### src/rtl/cass_player.sv
// TRS-80 cassette playback engine: streams a tape image from synchronous memory
// as the Level II 500-baud pulse train and keeps the port-FF bit-7 pulse latch.
module cass_player #(
  parameter int ADDR_BITS    = 14,
  parameter int BIT_CYCLES   = 56000,
  parameter int PULSE_CYCLES = 4200,
  parameter int HALF_CYCLES  = 28000
) (
  input  logic                 clk,
  input  logic                 reset,
  input  logic                 motor,
  input  logic [ADDR_BITS-1:0] len,
  output logic                 rd,
  output logic [ADDR_BITS-1:0] addr,
  input  logic [7:0]           data,
  output logic                 cass_pulse,
  input  logic                 clr_latch,
  output logic                 cass_latch,
  output logic                 busy,
  output logic                 done
);

  localparam int CW = $clog2(BIT_CYCLES);
  localparam logic [CW-1:0] CNT_ZERO  = CW'(0);
  localparam logic [CW-1:0] CNT_ONE   = CW'(1);
  localparam logic [CW-1:0] CNT_LAST  = CW'(BIT_CYCLES - 1);
  localparam logic [CW-1:0] CNT_PULSE = CW'(PULSE_CYCLES);
  localparam logic [CW-1:0] CNT_HALF  = CW'(HALF_CYCLES);
  localparam logic [CW-1:0] CNT_DEND  = CW'(HALF_CYCLES + PULSE_CYCLES);
  localparam logic [ADDR_BITS-1:0] ADDR_ZERO = ADDR_BITS'(0);
  localparam logic [ADDR_BITS-1:0] ADDR_ONE  = ADDR_BITS'(1);

  typedef enum logic [1:0] {IDLE = 2'd0, FETCH = 2'd1, PLAY = 2'd2, DONE = 2'd3} state_t;

  state_t               state_r, state_s;
  logic [ADDR_BITS-1:0] addr_r, addr_s, addr_inc_s;
  logic                 rd_r, rd_s, rd_d_r;
  logic                 load_r, load_s;
  logic [7:0]           shift_r, shift_s, next_byte_r;
  logic [2:0]           bit_r, bit_s, bit_dec_s;
  logic [CW-1:0]        cnt_r, cnt_s, cnt_inc_s;
  logic                 has_next_r, has_next_s;
  logic                 pulse_r, pulse_s, pulse_prev_r;
  logic                 latch_r, busy_r, done_r;

  // Clock pulse at every cell start; data pulse mid-cell only for a 1 bit.
  function automatic logic pulse_at(input logic [CW-1:0] c, input logic b);
    pulse_at = (c < CNT_PULSE) | (b & (c >= CNT_HALF) & (c < CNT_DEND));
  endfunction

  assign addr_inc_s = addr_r + ADDR_ONE;
  assign bit_dec_s  = bit_r - 3'd1;
  assign cnt_inc_s  = cnt_r + CNT_ONE;

  // Next-state and datapath decisions; outputs are registered from these values.
  always_comb begin
    state_s    = state_r;
    addr_s     = addr_r;
    rd_s       = 1'b0;
    load_s     = 1'b0;
    shift_s    = shift_r;
    bit_s      = bit_r;
    cnt_s      = cnt_r;
    has_next_s = has_next_r;
    pulse_s    = 1'b0;
    case (state_r)
      IDLE: begin
        cnt_s      = CNT_ZERO;
        bit_s      = 3'd0;
        has_next_s = 1'b0;
        if (motor) begin
          if (len != ADDR_ZERO) begin
            state_s = FETCH;
            addr_s  = ADDR_ZERO;
            rd_s    = 1'b1;
          end else begin
            state_s = DONE;
          end
        end else begin
          state_s = IDLE;
        end
      end
      FETCH: begin
        if (!motor) begin
          state_s = IDLE;
        end else begin
          state_s = PLAY;
          load_s  = 1'b1;
        end
      end
      PLAY: begin
        if (!motor) begin
          state_s    = IDLE;
          cnt_s      = CNT_ZERO;
          bit_s      = 3'd0;
          has_next_s = 1'b0;
        end else if (load_r) begin
          shift_s    = data;
          bit_s      = 3'd7;
          cnt_s      = CNT_ZERO;
          has_next_s = 1'b0;
          pulse_s    = pulse_at(CNT_ZERO, data[7]);
        end else if (cnt_r == CNT_LAST) begin
          cnt_s = CNT_ZERO;
          if (bit_r == 3'd0) begin
            if (has_next_r) begin
              shift_s    = next_byte_r;
              bit_s      = 3'd7;
              has_next_s = 1'b0;
              pulse_s    = pulse_at(CNT_ZERO, next_byte_r[7]);
            end else begin
              state_s = DONE;
            end
          end else begin
            bit_s   = bit_dec_s;
            pulse_s = pulse_at(CNT_ZERO, shift_r[bit_dec_s]);
            // Entering the last bit cell: prefetch so the next byte is ready at cell end.
            if ((bit_dec_s == 3'd0) && (addr_inc_s < len)) begin
              addr_s     = addr_inc_s;
              rd_s       = 1'b1;
              has_next_s = 1'b1;
            end else begin
              has_next_s = has_next_r;
            end
          end
        end else begin
          cnt_s   = cnt_inc_s;
          pulse_s = pulse_at(cnt_inc_s, shift_r[bit_r]);
        end
      end
      DONE: begin
        if (!motor) begin
          state_s = IDLE;
        end else begin
          state_s = DONE;
        end
      end
      default: state_s = IDLE;
    endcase
  end

  // State, datapath and registered outputs.
  always_ff @(posedge clk or posedge reset) begin
    if (reset) begin
      state_r      <= IDLE;
      addr_r       <= ADDR_ZERO;
      rd_r         <= 1'b0;
      rd_d_r       <= 1'b0;
      load_r       <= 1'b0;
      shift_r      <= 8'h00;
      next_byte_r  <= 8'h00;
      bit_r        <= 3'd0;
      cnt_r        <= CNT_ZERO;
      has_next_r   <= 1'b0;
      pulse_r      <= 1'b0;
      pulse_prev_r <= 1'b0;
      latch_r      <= 1'b0;
      busy_r       <= 1'b0;
      done_r       <= 1'b0;
    end else begin
      state_r      <= state_s;
      addr_r       <= addr_s;
      rd_r         <= rd_s;
      rd_d_r       <= rd_r;
      load_r       <= load_s;
      shift_r      <= shift_s;
      bit_r        <= bit_s;
      cnt_r        <= cnt_s;
      has_next_r   <= has_next_s;
      pulse_r      <= pulse_s;
      pulse_prev_r <= pulse_r;
      busy_r       <= (state_s == FETCH) || (state_s == PLAY);
      done_r       <= (state_s == DONE);
      if (rd_d_r) begin
        next_byte_r <= data;
      end else begin
        next_byte_r <= next_byte_r;
      end
      // A pulse rising edge beats a simultaneous CPU clear.
      if (pulse_r && !pulse_prev_r) begin
        latch_r <= 1'b1;
      end else if (clr_latch) begin
        latch_r <= 1'b0;
      end else begin
        latch_r <= latch_r;
      end
    end
  end

  assign rd         = rd_r;
  assign addr       = addr_r;
  assign cass_pulse = pulse_r;
  assign cass_latch = latch_r;
  assign busy       = busy_r;
  assign done       = done_r;

endmodule

### config.mk
export PLATFORM = sky130hd
export DESIGN_NAME = cass_player
export DESIGN_NICKNAME = d
export VERILOG_FILES = /design/src/rtl/cass_player.sv
export SDC_FILE = /design/constraint.sdc
export NUM_CORES = 1
export LEC_CHECK = 0
export ABC_AREA = 1
export CORE_MARGIN = 2
export CORE_UTILIZATION = 35
export CTS_CLUSTER_SIZE = 28
export DETAILED_ROUTE_END_ITERATION = 10
export PLACE_DENSITY = 0.64
export SYNTH_ARGS = -nofsm -noshare
export SYNTH_HDL_FRONTEND = slang
export SYNTH_SLANG_ARGS = --single-unit
### constraint.sdc
create_clock -name clk -period 7.7 [get_ports clk]
set_clock_uncertainty 0.05 [all_clocks]
set_input_delay 1.54 -clock clk [delete_from_list [all_inputs] [get_ports clk]]
set_output_delay 1.54 -clock clk [all_outputs]
set_load 0.03 [all_outputs]
==> metrics <==
Fmax achieved 0.278 GHz; buffers and inverters on the worst path 3; Synth Register Bits 60; full die area 12100 µm²; Die H 110 µm; hold buffers post-CTS 0; gp weighted congestion 0.970; Initial Util 36.2%; TritonRoute pass-1 iters 4; dpl cell area 4490 µm²; Setup CP Type register to register; largest net degree at the start of global routing 61; total power 873 µW; Bufs on Longest Clock Path 2; post-route setup slack 4100 ps; CP most frequent cell nand2_1; min-delay worst type register to register; Synthesized Nets 576; io pins 45; Detailed Route WL 9160 µm; Pleak 2.16 nW; Clock Latency Late Sink 340 ps; Nets 621; Antenna Nets Post-Route 0; synth unique cells 33; sw power 279 µW; share of layout cells above drive strength 1 8.78%; drt drc 0; top cells by area, synth dfrtp_1, nand2_1, inv_1, ha_1, o21ai_0; worst r2r src addr[0]$_DFFE_PP0P_; CTS buffer count 9; Layout Cells excl Fill 721; Vias 3589; final core occ 43.1%; Synth Cell Area 3940 µm²; Slew Limit Fails 0; Std-Cell Rows 38; Finished Cell Area 4690 µm²; Worst path max stage delay 490 ps; register area share after synthesis 38.1%; Synthesis Warnings 0; GRT Total Usage 16.8%; CP max stage cell nand2_2; diodes inserted 0; Die Wd 110 µm; pwr/cell area 186 nW/µm²; Congestion Overflow GR 0; first-pass GRT wire length 16000 µm; Max VDD drop 0.0000831 V; Slew headroom 45.5%; period utilization 46.7%; Flop pwr share 44.3%; Gate power share 22.0%; Arr. time, crit path 3770 ps; final HPWL from detailed placement 6850 µm; Critical path origin addr[0]$_DFFE_PP0P_; WP data required 7880 ps; RSZ-0062 raised after global routing false; Synth Instances 531; Max-Cap Viols 0; Slew @ Worst Pin 811 ps; # port buffers 44; hold slack 339 ps; top-area cell type share of the netlist area 38.1%; Clk pin slew, worst setup/hold paths 70 ps; critical path's top delay family simple AND/OR/NAND/NOR gates; synthesized area per cell 7.42 µm²; sw frac 32.0%; Post CTS Setup Buffer Count 0; vias in the first global route 3499; clock power share 33.8%; Clock Sinks 60; endpoints failing setup 0; CTS tree yes; CP Cell Sequence ha_1, nand2_1, nor2_1, nand3_1, nor2_1, nand2_1, nor3_1, xor2_1, inv_1, ha_1, nand2_1, inv_1, nand3_1, nor3_1, nand2_1, nand4_1, nand2_1, nand2_2, inv_1, nand2_1, nand2_1; Setup crit start kind register; total core area 10900 µm²; Initial DRC Count 232; internal power 594 µW; Area growth syn-to-layout 19.1%; worst-path fanout max 28; Yosys top cell by area dfrtp_1; setup_tns 0 ps; HP Start rd$_DFF_PP0_; Final Hold Fails 0; status completed; Vias per Instance 4.98; clk root buf clkbuf_8; Inst Count DP 705; fin crit period 3600 ps; initial antenna violation count 0; number of gates resized after CTS 0; CTS HTree Levels 3; Routed WL per cell 12.7 µm; post-place setup slack 3790 ps; crit end category register
metal layers:
layer | vias up | wire length [µm] | GRT usage (%)
met2 | 71 | 4190 | 27.2
li1 | 1826 | - | -
met1 | 1678 | 4290 | 21.9
met3 | 14 | 502 | 4.82
met5 | - | 0 | 0
met4 | 0 | 172 | 5.15
cell type report:
type                    instances  area [µm²]
inverters                      88         330
fillers                      1086        6200
repair buffers                 45         448
flip-flops and latches         60        1500
clock inverters                 3        45.0
clock buffers                  13         159
multi-input cells             372        2030
well taps                     140         175
path summary, 6_finish.rpt:
kind                            slack, ps  cells after the start              endpoint
worst max register to register       4100                     21   addr[0]$_DFFE_PP0P_
worst min-delay path                  340                      0      rd_d_r$_DFF_PP0_
max in group asynchronous            5400                      3  cnt_r[3]$_DFFE_PP0P_
worst max-delay path                 4100                     21   addr[0]$_DFFE_PP0P_
min in group asynchronous            1690                      3   addr[1]$_DFFE_PP0P_
worst min register to register        340                      0      rd_d_r$_DFF_PP0_
synthesized netlist by cell type:
cell type,number
a211oi_1,1
a21oi_1,25
a32o_1,1
buf_2,2
buf_6,4
clkbuf_1,5
dfrtp_1,60
ha_1,19
inv_1,85
inv_2,3
nand2_1,133
nand2_2,3
nand3_1,27
nand3_4,1
nand4_1,16
nor2_1,43
nor2_2,5
nor2_4,2
nor2_8,1
nor3_1,8
nor3_2,1
nor4_1,5
nor4_4,2
o211ai_1,3
o21ai_0,35
o21ai_2,16
o21bai_1,1
o221ai_1,1
o22a_1,1
o22ai_1,12
or2_2,1
xnor2_1,2
xor2_1,7
kinds of logic after synthesis:
logic type               count (synthesis)  synth area share [%]
buffers and inverters                   99                  10.3
adder cells (fa/ha/maj)                 19                  6.04
XOR/XNOR                                 9                  2.00
AO/OA/AOI/OAI                           96                  14.7
flip-flops                              60                  38.1
AND/OR/NAND/NOR                        248                  28.8
power by group through the flow:
stage / sequential, mW / combinational [mW] / clock (mW)
detailed placement: 0.393 / 0.194 / 0
global route: 0.392 / 0.220 / 0.316
global placement: 0.392 / 0.190 / 0
finish: 0.386 / 0.192 / 0.295
CTS: 0.387 / 0.195 / 0.302
floorplan: 0.396 / 0.127 / 0
sequential cells by signal (all words and copies together) (netlist names):
signal / cells
bit_r: 3
cass_pulse: 1
next_byte_r: 8
shift_r: 8
rd: 1
state_r: 2
has_next_r: 1
load_r: 1
rd_d_r: 1
busy: 1
pulse_prev_r: 1
cnt_r: 16
addr: 14
cass_latch: 1
done: 1
cell usage in the layout (no fill, tap or decap), types with 16 or more instances in the layout:
cell type / n
ha_1: 19
o21ai_2: 16
nand4_1: 16
clkdlybuf4s50_1: 44
a21oi_1: 25
nand3_1: 27
dfrtp_1: 60
o21ai_0: 35
inv_1: 84
nand2_1: 133
nor2_1: 43
Power figures use the tool's default switching activity.
